$ cat src/rtl/axi_lite_pkt_pkg.sv
// rtl/axi_lite_pkt_pkg.sv - shared types and constants for the AXI-Lite packet master
package axi_lite_pkt_pkg;

  // Top-level sequencing: data write, its B wait, commit write, its B wait, report.
  typedef enum logic [2:0] {
    ST_IDLE,
    ST_D_WR,
    ST_D_B,
    ST_C_WR,
    ST_C_B,
    ST_DONE
  } state_e;

  localparam logic [7:0] DEF_COMMIT_ADDR = 8'h04;

  // Bit positions inside done_resp.
  localparam int RESP_DATA   = 1;
  localparam int RESP_COMMIT = 0;

endpackage

$ cat src/rtl/axi_lite_wr_xact.sv
// rtl/axi_lite_wr_xact.sv - one AXI-Lite AW/W/B write transaction with B-wait timeout
//
// Ports:
//   clk, rst_n                     clock, async active-low reset
//   start, start_addr, start_data  launch a write (accepted when idle or in the
//                                  same cycle the previous B wait completes)
//   wr_done                        AW and W both finish handshaking this cycle
//   xact_done                      B wait ends this cycle (response or timeout)
//   xact_resp, xact_timeout        result qualifying xact_done
//   aw_*, w_*, b_*                 AXI-Lite write channels (outputs registered)
module axi_lite_wr_xact #(
  parameter int ADDR_W         = 8,
  parameter int DATA_W         = 32,
  parameter int TIMEOUT_CYCLES = 16
) (
  input  logic              clk,
  input  logic              rst_n,
  input  logic              start,
  input  logic [ADDR_W-1:0] start_addr,
  input  logic [DATA_W-1:0] start_data,
  output logic              wr_done,
  output logic              xact_done,
  output logic              xact_resp,
  output logic              xact_timeout,
  output logic [ADDR_W-1:0] aw_addr,
  output logic              aw_valid,
  input  logic              aw_ready,
  output logic [DATA_W-1:0] w_data,
  output logic              w_valid,
  input  logic              w_ready,
  input  logic              b_response,
  input  logic              b_valid,
  output logic              b_ready
);

  localparam int CNT_W = (TIMEOUT_CYCLES > 1) ? $clog2(TIMEOUT_CYCLES) : 1;
  localparam logic [CNT_W-1:0] CNT_LAST = CNT_W'(TIMEOUT_CYCLES - 1);

  logic [ADDR_W-1:0] aw_addr_q, aw_addr_d;
  logic [DATA_W-1:0] w_data_q, w_data_d;
  logic              aw_valid_q, aw_valid_d;
  logic              w_valid_q, w_valid_d;
  logic              b_ready_q, b_ready_d;
  logic [CNT_W-1:0]  cnt_q, cnt_d;
  logic              aw_pending, w_pending, expired;

  // A valid stays up until its own handshake; the two channels are independent.
  assign aw_pending   = aw_valid_q && !aw_ready;
  assign w_pending    = w_valid_q && !w_ready;
  assign wr_done      = (aw_valid_q || w_valid_q) && !aw_pending && !w_pending;
  assign expired      = (cnt_q == CNT_LAST);
  // b_valid on the expiry cycle wins over the timeout.
  assign xact_done    = b_ready_q && (b_valid || expired);
  assign xact_resp    = b_ready_q && b_valid && b_response;
  assign xact_timeout = b_ready_q && !b_valid && expired;

  always_comb begin
    aw_addr_d  = aw_addr_q;
    w_data_d   = w_data_q;
    aw_valid_d = aw_pending;
    w_valid_d  = w_pending;
    b_ready_d  = b_ready_q && !xact_done;
    cnt_d      = cnt_q;
    if (b_ready_q && !xact_done) begin
      cnt_d = cnt_q + CNT_W'(1);
    end
    if (wr_done) begin
      b_ready_d = 1'b1;
      cnt_d     = '0;
    end
    if (start) begin
      aw_addr_d  = start_addr;
      w_data_d   = start_data;
      aw_valid_d = 1'b1;
      w_valid_d  = 1'b1;
    end
  end

  always_ff @(posedge clk or negedge rst_n) begin
    if (!rst_n) begin
      aw_addr_q  <= '0;
      w_data_q   <= '0;
      aw_valid_q <= 1'b0;
      w_valid_q  <= 1'b0;
      b_ready_q  <= 1'b0;
      cnt_q      <= '0;
    end else begin
      aw_addr_q  <= aw_addr_d;
      w_data_q   <= w_data_d;
      aw_valid_q <= aw_valid_d;
      w_valid_q  <= w_valid_d;
      b_ready_q  <= b_ready_d;
      cnt_q      <= cnt_d;
    end
  end

  assign aw_addr  = aw_addr_q;
  assign aw_valid = aw_valid_q;
  assign w_data   = w_data_q;
  assign w_valid  = w_valid_q;
  assign b_ready  = b_ready_q;

endmodule

$ cat src/rtl/axi_lite_pkt_master.sv
// rtl/axi_lite_pkt_master.sv - AXI-Lite initiator issuing a data write plus commit write per packet
//
// Ports:
//   clk, rst_n                          clock, async active-low reset
//   req_valid/req_ready/req_addr/req_data  packet request (ready only in IDLE)
//   done_valid/done_resp/done_timeout   one-cycle completion report; resp and
//                                       timeout hold until the next accept
//   aw_*, w_*, b_*                      AXI-Lite write channels to the slave
module axi_lite_pkt_master
  import axi_lite_pkt_pkg::*;
#(
  parameter int                ADDR_W         = 8,
  parameter int                DATA_W         = 32,
  parameter logic [ADDR_W-1:0] COMMIT_ADDR    = ADDR_W'(DEF_COMMIT_ADDR),
  parameter int                TIMEOUT_CYCLES = 16
) (
  input  logic              clk,
  input  logic              rst_n,
  input  logic              req_valid,
  output logic              req_ready,
  input  logic [ADDR_W-1:0] req_addr,
  input  logic [DATA_W-1:0] req_data,
  output logic              done_valid,
  output logic [1:0]        done_resp,
  output logic              done_timeout,
  output logic [ADDR_W-1:0] aw_addr,
  output logic              aw_valid,
  input  logic              aw_ready,
  output logic [DATA_W-1:0] w_data,
  output logic              w_valid,
  input  logic              w_ready,
  input  logic              b_response,
  input  logic              b_valid,
  output logic              b_ready
);

  state_e            state_q, state_d;
  logic              req_ready_q, req_ready_d;
  logic              done_valid_q, done_valid_d;
  logic [1:0]        done_resp_q, done_resp_d;
  logic              done_timeout_q, done_timeout_d;

  logic              x_start;
  logic [ADDR_W-1:0] x_addr;
  logic [DATA_W-1:0] x_data;
  logic              x_wr_done, x_done, x_resp, x_timeout;

  axi_lite_wr_xact #(
    .ADDR_W         (ADDR_W),
    .DATA_W         (DATA_W),
    .TIMEOUT_CYCLES (TIMEOUT_CYCLES)
  ) u_xact (
    .clk          (clk),
    .rst_n        (rst_n),
    .start        (x_start),
    .start_addr   (x_addr),
    .start_data   (x_data),
    .wr_done      (x_wr_done),
    .xact_done    (x_done),
    .xact_resp    (x_resp),
    .xact_timeout (x_timeout),
    .aw_addr      (aw_addr),
    .aw_valid     (aw_valid),
    .aw_ready     (aw_ready),
    .w_data       (w_data),
    .w_valid      (w_valid),
    .w_ready      (w_ready),
    .b_response   (b_response),
    .b_valid      (b_valid),
    .b_ready      (b_ready)
  );

  always_comb begin
    state_d        = state_q;
    done_valid_d   = 1'b0;
    done_resp_d    = done_resp_q;
    done_timeout_d = done_timeout_q;
    x_start        = 1'b0;
    x_addr         = req_addr;
    x_data         = req_data;
    case (state_q)
      ST_IDLE: begin
        if (req_valid && req_ready_q) begin
          x_start        = 1'b1;
          done_resp_d    = 2'b00;
          done_timeout_d = 1'b0;
          state_d        = ST_D_WR;
        end
      end
      ST_D_WR: if (x_wr_done) state_d = ST_D_B;
      ST_D_B: begin
        if (x_done) begin
          done_resp_d[RESP_DATA] = x_resp;
          if (x_timeout) begin
            // Data write never answered: skip the commit.
            done_timeout_d = 1'b1;
            done_valid_d   = 1'b1;
            state_d        = ST_DONE;
          end else begin
            // Launch the commit in the same edge so its valids rise next cycle.
            x_start = 1'b1;
            x_addr  = COMMIT_ADDR;
            x_data  = '0;
            state_d = ST_C_WR;
          end
        end
      end
      ST_C_WR: if (x_wr_done) state_d = ST_C_B;
      ST_C_B: begin
        if (x_done) begin
          done_resp_d[RESP_COMMIT] = x_resp;
          done_timeout_d           = x_timeout;
          done_valid_d             = 1'b1;
          state_d                  = ST_DONE;
        end
      end
      ST_DONE: state_d = ST_IDLE;
      default: state_d = ST_IDLE;
    endcase
    req_ready_d = (state_d == ST_IDLE);
  end

  always_ff @(posedge clk or negedge rst_n) begin
    if (!rst_n) begin
      state_q        <= ST_IDLE;
      req_ready_q    <= 1'b1;
      done_valid_q   <= 1'b0;
      done_resp_q    <= 2'b00;
      done_timeout_q <= 1'b0;
    end else begin
      state_q        <= state_d;
      req_ready_q    <= req_ready_d;
      done_valid_q   <= done_valid_d;
      done_resp_q    <= done_resp_d;
      done_timeout_q <= done_timeout_d;
    end
  end

  assign req_ready    = req_ready_q;
  assign done_valid   = done_valid_q;
  assign done_resp    = done_resp_q;
  assign done_timeout = done_timeout_q;

endmodule

$ cat config.mk
export PLATFORM = sky130hd
export DESIGN_NAME = axi_lite_pkt_master
export DESIGN_NICKNAME = d
export VERILOG_FILES = /design/src/rtl/axi_lite_pkt_pkg.sv /design/src/rtl/axi_lite_wr_xact.sv /design/src/rtl/axi_lite_pkt_master.sv
export SDC_FILE = /design/constraint.sdc
export NUM_CORES = 1
export LEC_CHECK = 0
export ABC_CLOCK_PERIOD_IN_PS = 4700
export CAP_MARGIN = 20
export CORE_UTILIZATION = 46
export CTS_CLUSTER_DIAMETER = 60
export CTS_CLUSTER_SIZE = 8
export DETAILED_ROUTE_END_ITERATION = 8
export GPL_TIMING_DRIVEN = 0
export HOLD_SLACK_MARGIN = 0.02
export PLACE_DENSITY_LB_ADDON = 0.2
export SYNTH_ARGS = -nofsm -noshare
export SYNTH_HDL_FRONTEND = slang
export SYNTH_SLANG_ARGS = --single-unit
$ cat constraint.sdc
create_clock -name clk -period 4.7 [get_ports clk]
set_input_delay 0.94 -clock clk [delete_from_list [all_inputs] [get_ports clk]]
set_output_delay 0.94 -clock clk [all_outputs]
set_load 0.01 [all_outputs]
## After elaboration in Yosys (flattened, before gate mapping)

Index checks and enable logic that the tools add are counted.

| storage, ports and cells | value |
|---|---|
| word-level logic and storage cells | 85 |
| input bits | 47 |
| output and inout port bits | 48 |
| register bits after elaboration | 55 |

| operators by class | value |
|---|---|
| mux-type cells | 35 |
| eq/ne operators | 9 |
| reductions and logical operators | 28 |
| add/sub/neg operators | 1 |

Operator list:

| kind | count |
|---|---|
| 32-bit 2-to-1 mux | 3 |
| 8-bit 2-to-1 mux | 3 |
| 3-bit 2-to-1 mux | 6 |
| 3-bit one-hot mux with 5 select lines | 1 |
| 1-bit 2-to-1 mux | 14 |
| 1-bit logical AND | 11 |
| 4-bit 2-to-1 mux | 2 |
| 1-bit one-hot mux with 2 select lines | 4 |
| 3-bit by 2-bit equality test with 1-bit output, second input constant | 2 |
| 1-bit zero test | 6 |
| 3-bit zero test | 2 |
| 3-bit AND reduction | 2 |
| 2-bit nonzero test | 3 |
| 5-bit AND reduction | 1 |
| 4-bit by 1-bit adder with 4-bit output, second input constant | 1 |
| 4-bit equality test, second input constant | 1 |
| 2-bit by 1-bit != test with 1-bit output, second input constant | 2 |
| 2-bit != test, second input constant | 2 |
| 3-bit by 1-bit equality test with 1-bit output, second input constant | 1 |
| 3-bit equality test, second input constant | 1 |
| 1-bit one-hot mux with 3 select lines | 1 |
| 3-bit nonzero test | 1 |
| 1-bit logical OR | 2 |
| 2-bit 2-to-1 mux | 1 |

## Logic depth before layout (Yosys ltp)

| depth | value |
|---|---|
| depth in word-level cells | 8 |
| depth in mapped cells | 7 |
| mapped depth without buffers | 5 |

## Cells and area by module

From an unflattened synthesis, not the netlist that was laid out.

| unflattened totals | value |
|---|---|
| cell total of the unflattened synthesis | 219 |
| area total of the unflattened synthesis | 2595.0 sq um |

By module, submodules not included:

| module | cells an instance | sequential area each (sq um) | area each (sq um) | instances |
|---|---|---|---|---|
| axi_lite_wr_xact | 121 | 1176.1 | 1836.8 | 1 |
| axi_lite_pkt_master | 98 | 201.4 | 758.2 | 1 |

## Worst setup path before layout

No wires, ideal clock.

| timing path | value |
|---|---|
| path type | input -> register |
| start point | input port b_valid |
| end point | register state_q[1] |
| buffers on the path | 0 |
| library setup time | 122 ps |
| required time | 4578 ps |
| path slack | 2881 ps |
| arrival | 1698 ps |
| cell stages on the path | 4 |
| cells stage by stage | and2b_1 -> and2_1 -> mux2i_1 -> a32o_1 |

| on the way | value |
|---|---|
| word-level cells in the longest chain between the ends | 6 |
| elaborated cells on any way between the ends | 9 |
| those cells by class | 4 x mux; 5 x reduce/logical |

Ends and longest elaborated chain:

| item | RTL line | text |
|---|---|---|
| start, declared | axi_lite_pkt_master.sv:33 | `input logic b_valid,` |
| 1-bit zero test | axi_lite_wr_xact.sv:55 | `assign xact_timeout = b_ready_q && !b_valid && expired;` |
| 1-bit logical AND (2 in series) | axi_lite_wr_xact.sv:55 |  |
| 3-bit 2-to-1 mux | axi_lite_pkt_master.sv:94 | `if (x_timeout) begin` |
| 3-bit 2-to-1 mux | axi_lite_pkt_master.sv:92 | `if (x_done) begin` |
| 3-bit one-hot mux with 5 select lines (*) | axi_lite_pkt_master.sv:81 | `case (state_q)` |
| via state_d[1] | axi_lite_pkt_master.sv:37 | `state_e state_q, state_d;` |
| end signal, assigned | axi_lite_pkt_master.sv:131 | `state_q <= state_d;` |
| end, declared | axi_lite_pkt_master.sv:37 |  |

The timed path passes the listed nets; every way through them passes the cells marked *.
A chain may end at the register's enable or synchronous reset.

## Worst setup path after layout

| timing path | value |
|---|---|
| start point | register req_ready_q (netlist: req_ready) |
| end point | output port req_ready |

RTL lines:

| item | RTL line | text |
|---|---|---|
| start, declared | axi_lite_pkt_master.sv:38 | `logic req_ready_q, req_ready_d;` |
| start signal, assigned | axi_lite_pkt_master.sv:132 | `req_ready_q <= req_ready_d;` |
| end, declared | axi_lite_pkt_master.sv:20 | `output logic req_ready,` |

No word-level cell between the ends.

==> metrics.txt <==
hold_buf cts 0; Critical Path RT 3760 ps; ANT nets after route 0; hold slack 503 ps; Flop pwr share 0.609; CP endpoint req_ready; Crit path buffers/inverters 1; vias ~1.9k; Rel. slew slack 0.553; number of global-route vias before repair 1777; Initial Utilization 0.481; worst hold start u_xact.w_data[21]$_DFFE_PN0P_; fin nets 347; status completed; Worst-path clk slew around 90 ps; setup slack, reg-to-reg ~2900 ps; mean routed wirelength per cell 14.0 um; Internal Pwr Total approximately 0.61 mW; initial antenna violation count 0; Setup violations, final 0; core area 4720 sq um; IO buf count 94; Post-Synthesis Cell Area 2270 sq um; GPL Wtd Cong 0.765; post-synthesis sequential area ratio 0.607; Synth top cells by count dfrtp_1, nand2_1, a22o_1, a21oi_1, buf_6; Via-to-Cell Ratio 5.12; Slowest-stage cell, CP dfstp_2; aggregate routed wire length between 5 and 6 mm; Levels on crit path 1; worst reg2reg path depth 5; clock skew 3.12 ps; ys async rst share 1.00; gr ovfl total 0; final period utilization 0.497; share of cells above drive strength 1 0.0800; RR Endpoint done_resp[0]$_DFFE_PN0P_; Hold Fails Final Rpt 0; crit path from req_ready$_DFF_PN1_; largest area contributor in the netlist dfrtp_1; Reg2Reg Launch Point u_xact.cnt_q[0]$_DFFE_PN0P_; Critical Path Max Stage Delay 570 ps; Max Slew Vio Count 0; number of synthesized register bits 55; Comb power frac 0.065; predominant post-synthesis flop cell dfrtp_1; Switch Pwr 0.163 mW; die width 72.3 um; Cell Chain, Critical Path clkdlybuf4s50_1; TritonCTS Buffers 5; overall power 0.776 mW; CTS root buffer clkbuf_8; cell family with most CP delay flip-flops; row cnt 25; worst-path fanout max 4; CTS H-tree lvls 2; first-pass GRT wire length 8.48 mm; Clock power frac 0.326; Worst EP arrival 1400 ps; Die ar. roughly 5200 sq um; Area growth syn-to-layout 49.5%; chip height around 72 um; TritonRoute pass-1 iters 4; synth warn 0; Synth area leaders dfrtp_1, a22o_1, nand2_1; final core utilization 0.719; worst hold path type register to register; # IOs 95; Max clock buf depth 2; Power Density 228 nW/um^2; Distinct cells, synth 38; Worst Setup End Kind output pin; Clock Sinks 55; DP HPWL about 3.8 mm; VDD IR-drop max 0.125 mV; drt initial violations 88; dpl ws 2300 ps; unrepaired setup endpoints after global routing no; Period minus WS final 2340 ps; share of the synthesized area in the top cell type 0.595; CTS resizes 0; Setup TNS Final 0 ps; TritonCTS clock tree built; Mapped Cells roughly 200; Worst Tran Pin Value 664 ps; switch share 0.211; CP Class register to output pin; Worst-Skew Late Latency around 300 ps; crit start category register; max_cap viols 0; Syn Nets 245; Mean Syn Cell Area 11.5 sq um; largest net degree at the start of global routing 42; Max Clk Rate 428 MHz; Final Worst Setup Slack ~2400 ps; Leak roughly 1.5 nW; cell with the most instances after synthesis dfrtp_1; postcts setup bufs 0; GRT Resource Usage Total 0.210; drt drc 0; Ant. Diodes 0; number of synthesized flops with an enable pin 0
## final cells by class
| cell class | instances | area (sq um) |
|---|---|---|
| inverters | 4 | 15.0 |
| fillers | 349 | 1330 |
| repair buffers | 95 | 956 |
| plain buffers | 12 | 104 |
| flip-flops and latches | 55 | 1380 |
| clock inverters | 2 | 12.5 |
| well taps | 67 | 83.8 |
| multi-input cells | 126 | 774 |
| clock buffers | 6 | 72.6 |
## cell usage in the layout (no fill, tap or decap), types with 2 or more instances in the layout
master | synthesis | routed
a21oi_1 | 19 | 19
a22o_1 | 22 | 22
and3_1 | 2 | 2
buf_2 | 2 | 3
buf_6 | 7 | 7
clkbuf_1 | 2 | 3
clkbuf_8 | 0 | 5
clkdlybuf4s50_1 | 0 | 93
dfrtp_1 | 54 | 54
inv_1 | 4 | 4
mux2i_1 | 2 | 2
nand2_1 | 42 | 42
nand2b_1 | 4 | 4
nand3b_1 | 2 | 2
nand4_1 | 2 | 2
nor2_1 | 2 | 2
nor3_1 | 2 | 2
o211ai_1 | 3 | 3
o21ai_0 | 4 | 4
o41ai_1 | 2 | 2
## logic make-up after synthesis
kind of cell    after synthesis  share of synthesized area
fa+ha+maj                     1                    0.00551
mux                           2                    0.00882
flops                        55                      0.607
simple gates                 65                      0.144
xor+xnor                      2                    0.00771
buf+inv                      16                     0.0523
compound gates               56                      0.175
## state kept, by name, summed over array words and instances (netlist names)
signal,count
u_xact.w_data,32
u_xact.aw_addr,8
u_xact.cnt_q,4
state_q,3
done_resp,2
done_timeout,1
done_valid,1
req_ready,1
u_xact.aw_valid,1
u_xact.b_ready,1
u_xact.w_valid,1
## stage by stage
step | cells | area [sq um]
floorplan | 197 | 2270
global placement | 358 | 3300
detailed placement | 359 | 3310
CTS | 367 | 3400
global route | 367 | 3400
finish | 367 | 3400
## worst min-delay path by stage
stage                                          endpoint  cells past startpoint
after CTS                 u_xact.w_data[16]$_DFFE_PN0P_                      1
final                     u_xact.w_data[21]$_DFFE_PN0P_                      1
after global routing      u_xact.w_data[16]$_DFFE_PN0P_                      1
after floorplan             u_xact.cnt_q[1]$_DFFE_PN0P_                      2
after detailed placement   u_xact.w_data[9]$_DFFE_PN0P_                      1
after global placement    u_xact.aw_addr[7]$_DFFE_PN0P_                      1
## routing by layer
metal / global-route usage / vias up / routed length [um]
li1: - / 899 / -
met1: 0.302 / 915 / 2330
met2: 0.318 / 60 / 2450
met3: 0.0472 / 4 / 318
met4: 0.0675 / 0 / 42
met5: 0 / - / 0
## power by group through the flow
stage / Clock [mW] / Sequential, mW / Combinational (mW)
after floorplan: 0 / 0.482 / 0.000994
after global placement: 0 / 0.482 / 0.0488
after detailed placement: 0 / 0.482 / 0.0509
after CTS: 0.259 / 0.473 / 0.0511
after global routing: 0.282 / 0.473 / 0.0548
final: 0.253 / 0.473 / 0.0502
Power figures use the tool's default switching activity.
